$ cat src/rtl/abs_diff_pkg.sv
// Shared types and helpers for the absolute-difference pipeline with
// runtime exact/approximate mode.
package abs_diff_pkg;

    typedef enum logic {
        MODE_EXACT  = 1'b0,
        MODE_APPROX = 1'b1
    } mode_e;

    // Mask of the LSBs that are forced to zero in approximate mode,
    // clamped to the operand width.
    function automatic logic [31:0] trunc_mask(input int unsigned width,
                                               input int unsigned trunc_bits);
        int unsigned n;
        if (trunc_bits < width) begin
            n = trunc_bits;
        end else begin
            n = width;
        end
        if (n >= 32) begin
            return 32'hFFFF_FFFF;
        end else begin
            return (32'd1 << n) - 32'd1;
        end
    endfunction

endpackage

$ cat src/rtl/abs_diff_core.sv
// Combinational |(a & ~mask) - (b & ~mask)| for unsigned operands.
module abs_diff_core #(
    parameter int WIDTH = 8
) (
    input  logic [WIDTH-1:0] i_a,
    input  logic [WIDTH-1:0] i_b,
    input  logic [WIDTH-1:0] i_mask,
    output logic [WIDTH-1:0] o_diff
);

    logic [WIDTH-1:0] w_a_m;
    logic [WIDTH-1:0] w_b_m;

    assign w_a_m = i_a & ~i_mask;
    assign w_b_m = i_b & ~i_mask;

    // Subtract the smaller masked operand from the larger one.
    always_comb begin
        o_diff = {WIDTH{1'b0}};
        if (w_a_m >= w_b_m) begin
            o_diff = w_a_m - w_b_m;
        end else begin
            o_diff = w_b_m - w_a_m;
        end
    end

endmodule

$ cat src/rtl/abs_diff_approx_pipe.sv
// Two-stage valid/ready |a-b| pipeline with exact/approximate mode and an
// on-line monitor that tracks the approximation error against ET.
module abs_diff_approx_pipe
    import abs_diff_pkg::*;
#(
    parameter int WIDTH      = 8,
    parameter int TRUNC_BITS = 2,
    parameter int ET         = 2,
    parameter int CNT_W      = 16
) (
    input  logic             clk,
    input  logic             rst_n,
    input  logic             in_valid,
    output logic             in_ready,
    input  logic [WIDTH-1:0] in_a,
    input  logic [WIDTH-1:0] in_b,
    input  logic             in_mode,
    output logic             out_valid,
    input  logic             out_ready,
    output logic [WIDTH-1:0] out_diff,
    output logic [WIDTH-1:0] out_err,
    input  logic             stat_clr,
    output logic [WIDTH-1:0] max_err,
    output logic [CNT_W-1:0] viol_cnt,
    output logic [CNT_W-1:0] smp_cnt,
    output logic             et_flag
);

    localparam logic [WIDTH-1:0] TRUNC_M = WIDTH'(trunc_mask(WIDTH, TRUNC_BITS));
    localparam logic [CNT_W-1:0] CNT_MAX = {CNT_W{1'b1}};

    logic             r_init_done;
    logic             r_s1_valid;
    logic [WIDTH-1:0] r_s1_a;
    logic [WIDTH-1:0] r_s1_b;
    mode_e            r_s1_mode;
    logic             r_out_valid;
    logic [WIDTH-1:0] r_out_diff;
    logic [WIDTH-1:0] r_out_err;
    logic [WIDTH-1:0] r_max_err;
    logic [CNT_W-1:0] r_viol_cnt;
    logic [CNT_W-1:0] r_smp_cnt;
    logic             r_et_flag;

    logic             w_advance;
    logic             w_in_ready;
    logic             w_out_xfer;
    logic             w_viol;
    logic [WIDTH-1:0] w_mask;
    logic [WIDTH-1:0] w_exact;
    logic [WIDTH-1:0] w_sel;
    logic [WIDTH-1:0] w_err;

    assign w_advance  = ~r_out_valid | out_ready;
    assign w_in_ready = r_init_done & (~r_s1_valid | w_advance);
    assign w_out_xfer = r_out_valid & out_ready;
    assign w_viol     = 32'(r_out_err) > 32'(ET);

    // Hold off in_ready for the first clock after reset release.
    always_ff @(posedge clk or negedge rst_n) begin
        if (!rst_n) begin
            r_init_done <= 1'b0;
        end else begin
            r_init_done <= 1'b1;
        end
    end

    // Stage 1: capture operands and mode on an input transfer.
    always_ff @(posedge clk or negedge rst_n) begin
        if (!rst_n) begin
            r_s1_valid <= 1'b0;
            r_s1_a     <= {WIDTH{1'b0}};
            r_s1_b     <= {WIDTH{1'b0}};
            r_s1_mode  <= MODE_EXACT;
        end else if (w_in_ready) begin
            r_s1_valid <= in_valid;
            if (in_valid) begin
                r_s1_a    <= in_a;
                r_s1_b    <= in_b;
                r_s1_mode <= mode_e'(in_mode);
            end
        end
    end

    // Exact mode uses an all-zero mask, so the second core yields the
    // result the sample asked for in either mode.
    always_comb begin
        w_mask = {WIDTH{1'b0}};
        if (r_s1_mode == MODE_APPROX) begin
            w_mask = TRUNC_M;
        end else begin
            w_mask = {WIDTH{1'b0}};
        end
    end

    abs_diff_core #(.WIDTH(WIDTH)) u_core_exact (
        .i_a    (r_s1_a),
        .i_b    (r_s1_b),
        .i_mask ({WIDTH{1'b0}}),
        .o_diff (w_exact)
    );

    abs_diff_core #(.WIDTH(WIDTH)) u_core_sel (
        .i_a    (r_s1_a),
        .i_b    (r_s1_b),
        .i_mask (w_mask),
        .o_diff (w_sel)
    );

    // The approximation can land on either side of the exact value.
    always_comb begin
        w_err = {WIDTH{1'b0}};
        if (w_exact >= w_sel) begin
            w_err = w_exact - w_sel;
        end else begin
            w_err = w_sel - w_exact;
        end
    end

    // Stage 2: output register, frozen while the consumer stalls.
    always_ff @(posedge clk or negedge rst_n) begin
        if (!rst_n) begin
            r_out_valid <= 1'b0;
            r_out_diff  <= {WIDTH{1'b0}};
            r_out_err   <= {WIDTH{1'b0}};
        end else if (w_advance) begin
            r_out_valid <= r_s1_valid;
            if (r_s1_valid) begin
                r_out_diff <= w_sel;
                r_out_err  <= w_err;
            end
        end
    end

    // Error monitor; a clear on the same cycle as a transfer drops that sample.
    always_ff @(posedge clk or negedge rst_n) begin
        if (!rst_n) begin
            r_max_err  <= {WIDTH{1'b0}};
            r_viol_cnt <= {CNT_W{1'b0}};
            r_smp_cnt  <= {CNT_W{1'b0}};
            r_et_flag  <= 1'b0;
        end else if (stat_clr) begin
            r_max_err  <= {WIDTH{1'b0}};
            r_viol_cnt <= {CNT_W{1'b0}};
            r_smp_cnt  <= {CNT_W{1'b0}};
            r_et_flag  <= 1'b0;
        end else if (w_out_xfer) begin
            if (r_smp_cnt != CNT_MAX) begin
                r_smp_cnt <= r_smp_cnt + CNT_W'(1);
            end
            if (w_viol) begin
                r_et_flag <= 1'b1;
                if (r_viol_cnt != CNT_MAX) begin
                    r_viol_cnt <= r_viol_cnt + CNT_W'(1);
                end
            end
            if (r_out_err > r_max_err) begin
                r_max_err <= r_out_err;
            end
        end
    end

    assign in_ready  = w_in_ready;
    assign out_valid = r_out_valid;
    assign out_diff  = r_out_diff;
    assign out_err   = r_out_err;
    assign max_err   = r_max_err;
    assign viol_cnt  = r_viol_cnt;
    assign smp_cnt   = r_smp_cnt;
    assign et_flag   = r_et_flag;

endmodule

$ cat config.mk
export PLATFORM = sky130hd
export DESIGN_NAME = abs_diff_approx_pipe
export DESIGN_NICKNAME = d
export VERILOG_FILES = /design/src/rtl/abs_diff_pkg.sv /design/src/rtl/abs_diff_core.sv /design/src/rtl/abs_diff_approx_pipe.sv
export SDC_FILE = /design/constraint.sdc
export NUM_CORES = 1
export LEC_CHECK = 0
export CORE_ASPECT_RATIO = 1.75
export CORE_MARGIN = 3
export CORE_UTILIZATION = 45
export DETAILED_ROUTE_END_ITERATION = 10
export GPL_TIMING_DRIVEN = 0
export HOLD_SLACK_MARGIN = 0.1
export PLACE_DENSITY_LB_ADDON = 0.15
export SYNTH_ARGS = -nofsm -noshare
export SYNTH_HDL_FRONTEND = slang
export SYNTH_SLANG_ARGS = --single-unit
export TNS_END_PERCENT = 100
$ cat constraint.sdc
create_clock -name clk -period 7.4 [get_ports clk]
set_clock_uncertainty 0.1 [all_clocks]
set_input_delay 1.48 -clock clk [delete_from_list [all_inputs] [get_ports clk]]
set_output_delay 1.48 -clock clk [all_outputs]
set_load 0.02 [all_outputs]
# After elaboration in Yosys (flattened, before gate mapping)

Cells that the tools add are included.

Flip-flop bits (word level): 77
Input bits: 22

Bitwise operators: 9
Reductions and logical operators: 11
Mux-type cells: 17
$add $sub $neg: 8
$lt $le $gt $ge: 5
Eq/ne operators: 2

Operator list:

| operator              | number |
|---|---|
| $mux 16               | 7 |
| $mux 8                | 6 |
| $sub 8x8->8           | 6 |
| $add 16x1->16 const B | 2 |
| $ne 16x16->1 const B  | 2 |
| $ge 8x8->1            | 3 |
| $and 8x8->8           | 2 |
| $reduce_and 2->1      | 5 |
| $reduce_bool 2->1     | 5 |
| $gt 8x2->1 const B    | 1 |
| $gt 8x8->1            | 1 |
| $not 2->8             | 1 |
| $mux 1                | 3 |
| $reduce_and 3->1      | 1 |
| $and 1x1->1           | 2 |
| $mux 2                | 1 |
| $not 1->1             | 2 |
| $or 1x1->1            | 2 |

# Logic depth before layout (Yosys ltp)

Depth in word-level cells: 7
Mapped depth: 18
Gate-level depth less buffers: 17

# By module

From an unflattened synthesis, not the netlist that was laid out.

Cells, all modules: 604
Area total of the unflattened synthesis: 5683.0 µm²

Modules (own cells, without submodules):

| module               | area an instance (µm²) | cells each | times used |
|---|---|---|---|
| abs_diff_approx_pipe | 4156.5                 | 404        | 1 |
| abs_diff_core        | 763.2                  | 100        | 2 |

# Worst setup path before layout

Ideal clock, no wire load.

Path type: register to register
From: register r_s1_mode
To: register r_out_err[2], in the netlist out_err[2]
Arrival time: 3817 ps
Cell stages (with the launch flop): 18
Path slack: 3352 ps
Cell sequence: dfrtp_1 > nand2b_1 > ha_1 > fa_1 > nand3b_1 > a31oi_1 > nor2_2 > mux2i_1 > xor2_1 > inv_1 > ha_1 > buf_6 > a21o_1 > a21o_1 > a211oi_4 > mux2i_1 > xor2_1 > o21ai_1

Longest elaborated chain between the ends: 7
Elaborated cells between the ends (all ways): 12
Classes of those cells: add/sub (4); order compare (2); mux (3); bitwise (3)

RTL lines:

| element                             | RTL line                                 | text |
|---|---|---|
| start, declared                     | abs_diff_approx_pipe.sv:36               | `mode_e r_s1_mode;` |
| start signal, assigned              | abs_diff_approx_pipe.sv:80               | `r_s1_mode <= mode_e'(in_mode);` |
| $mux 2 (*)                          | abs_diff_approx_pipe.sv:89               | `if (r_s1_mode == MODE_APPROX) begin` |
| $not 2->8 (*)                       | abs_diff_core.sv:14, abs_diff_core.sv:15 |  |
| $and 8x8->8 (on tied branches)      | abs_diff_core.sv:15, abs_diff_core.sv:14 |  |
| $sub 8x8->8 (tied with other cells) | abs_diff_core.sv:23                      | `o_diff = w_b_m - w_a_m;` |
| $mux 8 (*)                          | abs_diff_core.sv:20                      | `if (w_a_m >= w_b_m) begin` |
| named net u_core_sel.o_diff[5]      | abs_diff_core.sv:8                       | `output logic [WIDTH-1:0] o_diff` |
| $ge 8x8->1 (*)                      | abs_diff_approx_pipe.sv:113              | `if (w_exact >= w_sel) begin` |
| $mux 8 (*)                          | abs_diff_approx_pipe.sv:113              |  |
| end signal, assigned                | abs_diff_approx_pipe.sv:125              | `r_out_err <= {WIDTH{1'b0}};` |
| end signal, assigned                | abs_diff_approx_pipe.sv:130              | `r_out_err <= w_err;` |
| end, declared                       | abs_diff_approx_pipe.sv:39               | `logic [WIDTH-1:0] r_out_err;` |

The timed path passes the listed nets; every way through them passes the cells marked *.
A chain may end at the register's enable or synchronous reset.

# Worst setup path in the final report

From: register r_s1_mode
To: register r_out_err[6], in the netlist out_err[6]

Longest elaborated chain between the ends: 7
Elaborated cells between the ends (all ways): 12
Classes of those cells: add/sub (4); order compare (2); mux (3); bitwise (3)

RTL lines:

| element                             | RTL line                                 | text |
|---|---|---|
| $mux 2 (*)                          | abs_diff_approx_pipe.sv:89               |  |
| $not 2->8 (*)                       | abs_diff_core.sv:14, abs_diff_core.sv:15 |  |
| $and 8x8->8 (on tied branches)      | abs_diff_core.sv:15, abs_diff_core.sv:14 |  |
| $sub 8x8->8 (tied with other cells) | abs_diff_core.sv:23                      |  |
| $mux 8 (*)                          | abs_diff_core.sv:20                      |  |
| named net u_core_sel.o_diff[3]      | abs_diff_core.sv:8                       |  |
| $sub 8x8->8 (tied with other cells) | abs_diff_approx_pipe.sv:116              | `w_err = w_sel - w_exact;` |
| $mux 8 (*)                          | abs_diff_approx_pipe.sv:113              |  |

Marked as above.

==> summary by stage <==
Run status
The flow ran to the end, and the final reports show no timing, DRC or antenna violations.

Worst setup path
The data required time at the worst endpoint is 7.49 ns. The type of element capturing the critical path is a flip-flop. The worst register-to-register path has a setup slack of between 2 and 3 ns. The worst register-to-register path ends at out_err[6]$_DFFE_PN0P_. The worst register-to-register path begins at r_s1_mode$_DFFE_PN0P_. Among cell families on the critical path, the largest total delay comes from compound AO/OA/AOI/OAI gates. The maximum single-stage delay on the critical path is approximately 0.51 ns. Along the worst path, the maximum fanout reaches 9. Among all stages on the critical path, the largest delay is contributed by a211oi_4. The setup path with the least slack is of type flip-flop to flip-flop. Walking the worst path, the cells encountered are nand2b_1 -> inv_1 -> ha_1 -> fa_1 -> nand3b_1 -> a31oi_1 -> nor2_2 -> o22ai_1 -> xor2_1 -> inv_1 -> ha_1 -> buf_2 -> a21oi_1 -> a31oi_1 -> a211oi_4 -> mux2i_1 -> xnor2_1 -> o21ai_0. For the worst flop-to-flop path, the logic depth is 18. The number of buffer and inverter instances along the worst setup path is 3. Data arrives at the worst endpoint at around 4.7 ns.

STA classifies the critical path startpoint as a flip-flop.

STA
The pin slew with the least headroom to its limit is 0.934 ns. The setup violation total in the final timing report is 0. The number of pins with negative max-slew slack in the final report is 0. The maximum clock frequency is about 220 MHz. The portion of the clock cycle consumed by the worst path in the final layout is 62.3%.

The hold violation total from the final report is 0. Setup repair after global routing left no endpoint under its margin. The worst pin sits at a relative slew slack of 37.6%.

The post-route minimum period is 4.61 ns. In the final timing run, aggregate negative setup slack is 0 ns.

Die
The floorplan step set the die height to 150 um. The effective utilization at floorplan is 46.0%. The standard-cell row count is 52.

The core area is between 0.01 and 0.015 mm2. For this design the top-level I/O count stands at just over 80. The horizontal extent of the die is roughly 88 um.

The floorplan die area is 0.0132 mm2.

Logic synthesis
After technology mapping, the gate count stands at around 560. The synthesized netlist occupies a cell area of ~0.0053 mm2. The top flip-flop cell by instance count after synthesis is dfrtp_1. In this run, synthesis produced a sequential element count of between 70 and 80.

Summed over all instances, the cell type with the most area after synthesis is dfrtp_1. The synthesized design contains 0 enable-type register cells. Synthesis produced a netlist with a net count of around 640. The portion of synthesized cell area occupied by the leading cell type is between 30% and 40%. The share of flip-flops with an asynchronous set or reset is between 90% and 100%. The mean instance size in the synthesized netlist is ~9.4 um2. The synthesized netlist contains 60 unique library cells. Of the synthesized area, sequential elements account for between 30% and 40%. During synthesis, Yosys emitted a total of 0 warnings.

By area the synthesized netlist is led by dfrtp_1, ha_1, mux2_2.

Pwr
Across the VDD grid, the largest voltage drop is 0.000223 V. The leakage power figure is around 3 nW. The power density normalized to cell area is 445 mW/mm2.

Clocking
Clock-pin slew was measured on the worst setup and hold paths at approximately 0.070 ns. In this run, post-CTS repair resized a total of 0 instances. The number of buffers added to fix hold violations after cts is 0. The clock tree from TritonCTS is done. The number of buffers created by CTS is 9. Buffers added to address setup during post-CTS repair amount to 0. The H-tree was split into 3 levels. The root buffer cell chosen for the clock tree is clkbuf_16. The longest clock path from root to sink contains 2 buffers. The tree built by TritonCTS fans out to 77 sinks. The clock latency of the later-clocked register in the worst-skew pair is between 0.3 and 0.4 ns.

Layout
The share of cells above drive strength 1 is between 10% and 20%. The number of antenna diodes in the final layout is 0. Relative to the synthesized area, the layout overhead comes to 24.1%.

At the end of the flow, the number of nets in the layout was about 730. The final core utilization is between 50% and 60%.

GRT
Entering global routing, the biggest net connects 45 pins. The combined global-route utilization of all metal layers is 20.0%. The total congestion overflow is 0. The via count of the first global-routing pass is between 4000 and 5000. The first global-routing pass estimated ~21000 um of wire. The initial antenna violation count came to 0.

Min path
The path with the worst hold slack has its endpoint at out_diff[6]$_DFFE_PN0P_. In this run the worst hold path is classified as flip-flop to flip-flop. The number of stages on the worst hold path is 2.

The startpoint identified for the worst hold timing path is out_diff[6]$_DFFE_PN0P_.

Detailed routing
The final wirelength is roughly 12000 um. The number of antenna-violating nets in the routed design is 0. For this run, design rule violations remaining after detail routing come to 0. The number of iterations in the first detailed-routing pass is 4.

The number of vias in the routed layout is about 4300. After detailed routing, the number of vias per cell comes to between 5 and 6. The number of DRC violations after detailed-routing iteration 0 is 168. In the final routed layout, each cell accounts on average for 15.5 um.

Placement
The final weighted congestion of routability-driven global placement is slightly above 0.9. The placed wire-length estimate is around 9900 um. The count of buffers inserted at the top-level ports is 79.

Run
Max-cap violations in this run came to 0.
## worst reg2reg max path, stage by stage, from the launching register on
cell and delay, ns:
dfrtp_1 0.39, nand2b_1 0.15, inv_1 0.05, ha_1 0.22, fa_1 0.40, nand3b_1 0.20, a31oi_1 0.34, nor2_2 0.17
o22ai_1 0.23, xor2_1 0.25, inv_1 0.07, ha_1 0.28, buf_2 0.17, a21oi_1 0.20, a31oi_1 0.19, a211oi_4 0.51
mux2i_1 0.29, xnor2_1 0.13, o21ai_0 0.11
## placed cells by master (no fill, tap or decap), types with 23 or more instances in the layout
master,count
nor2_1,30
inv_1,51
ha_1,44
a21oi_1,27
xor2_1,26
clkdlybuf4s50_1,78
nand2_1,45
o21ai_0,29
dfrtp_1,77
nand2b_1,23
## power by group
part / switching [mW] / total (mW) / internal (mW)
combinational: 1.05 / 1.90 / 0.860
sequential: 0.0790 / 0.583 / 0.504
clock: 0.188 / 0.454 / 0.267
total: 1.31 / 2.94 / 1.63
## how the worst max path moves through the flow
stage	startpoint	endpoint	slack, ns	cells past startpoint
after floorplan	r_s1_mode$_DFFE_PN0P_	out_err[2]$_DFFE_PN0P_	3.35	17
after global placement	rst_n	r_s1_a[5]$_DFFE_PN0P_	2.03	1
after detailed placement	r_s1_b[1]$_DFFE_PN0P_	out_err[6]$_DFFE_PN0P_	2.75	17
after CTS	r_s1_b[1]$_DFFE_PN0P_	out_err[6]$_DFFE_PN0P_	2.75	17
after global routing	r_s1_b[1]$_DFFE_PN0P_	out_err[6]$_DFFE_PN0P_	2.44	17
final	r_s1_mode$_DFFE_PN0P_	out_err[6]$_DFFE_PN0P_	2.79	18
## registers in the layout (all words and copies together), names as in the netlist, 8 cells and up
register	count
r_s1_a	8
r_s1_b	8
viol_cnt	16
smp_cnt	16
out_err	8
out_diff	8
max_err	8
## synthesized netlist by cell type, drive strengths merged (4+ instances only)
library cell  count
dfrtp            77
inv              51
nand2            45
ha               44
o21ai            36
nor2             31
a21oi            30
xor2             26
nand2b           23
mux2             21
mux2i            21
nand4            16
a21o             15
a31oi            13
xnor2            13
buf              10
clkbuf           10
nand3            10
nor3              7
a211oi            6
fa                6
or3               6
and3              4
nand3b            4
nor2b             4
## stage by stage
step | hold slack [ns] | setup WS [ns] | cells | power, mW | cell area, um2
finish | 0.384 | 2.79 | 795 | 2.94 | 6610
global route | 0.413 | 2.44 | 795 | 3.21 | 6610
CTS | 0.388 | 2.75 | 795 | 2.97 | 6610
detailed placement | 0.374 | 2.75 | 779 | 2.50 | 6300
global placement | 0.370 | 2.03 | 778 | 2.47 | 6290
floorplan | 0.348 | 3.35 | 564 | 2.04 | 5330
## metal layers
metal | vias to the layer above | part of all wire, % | GRT usage (%)
met5 | - | 0 | 0
met4 | 0 | 3.2 | 8.55
met3 | 30 | 3.3 | 3.36
met2 | 103 | 57 | 38.1
met1 | 2078 | 37 | 20.7
li1 | 2132 | - | -
## area by class of cell
class                      instances  area [um2]
sequential                        77        1930
clock inverter                     7        80.1
timing repair buffer              80         808
clock buffer                       9         225
tap                              135         169
fill                            1052        4970
multi-input combinational        416        3110
buffer                            20        98.8
inverter                          51         191
## logic make-up after synthesis
logic type | count (synthesis) | share of synthesized area [%]
AND/OR/NAND/NOR | 165 | 16.3
adder cells (fa/ha/maj) | 50 | 12.6
buffers and inverters | 71 | 5.45
AO/OA/AOI/OAI | 119 | 14.7
other | 1 | 0.0704
multiplexers | 42 | 8.38
flip-flops | 77 | 36.2
XOR/XNOR | 39 | 6.41
Note: power is estimated with default switching activity, not from simulation.
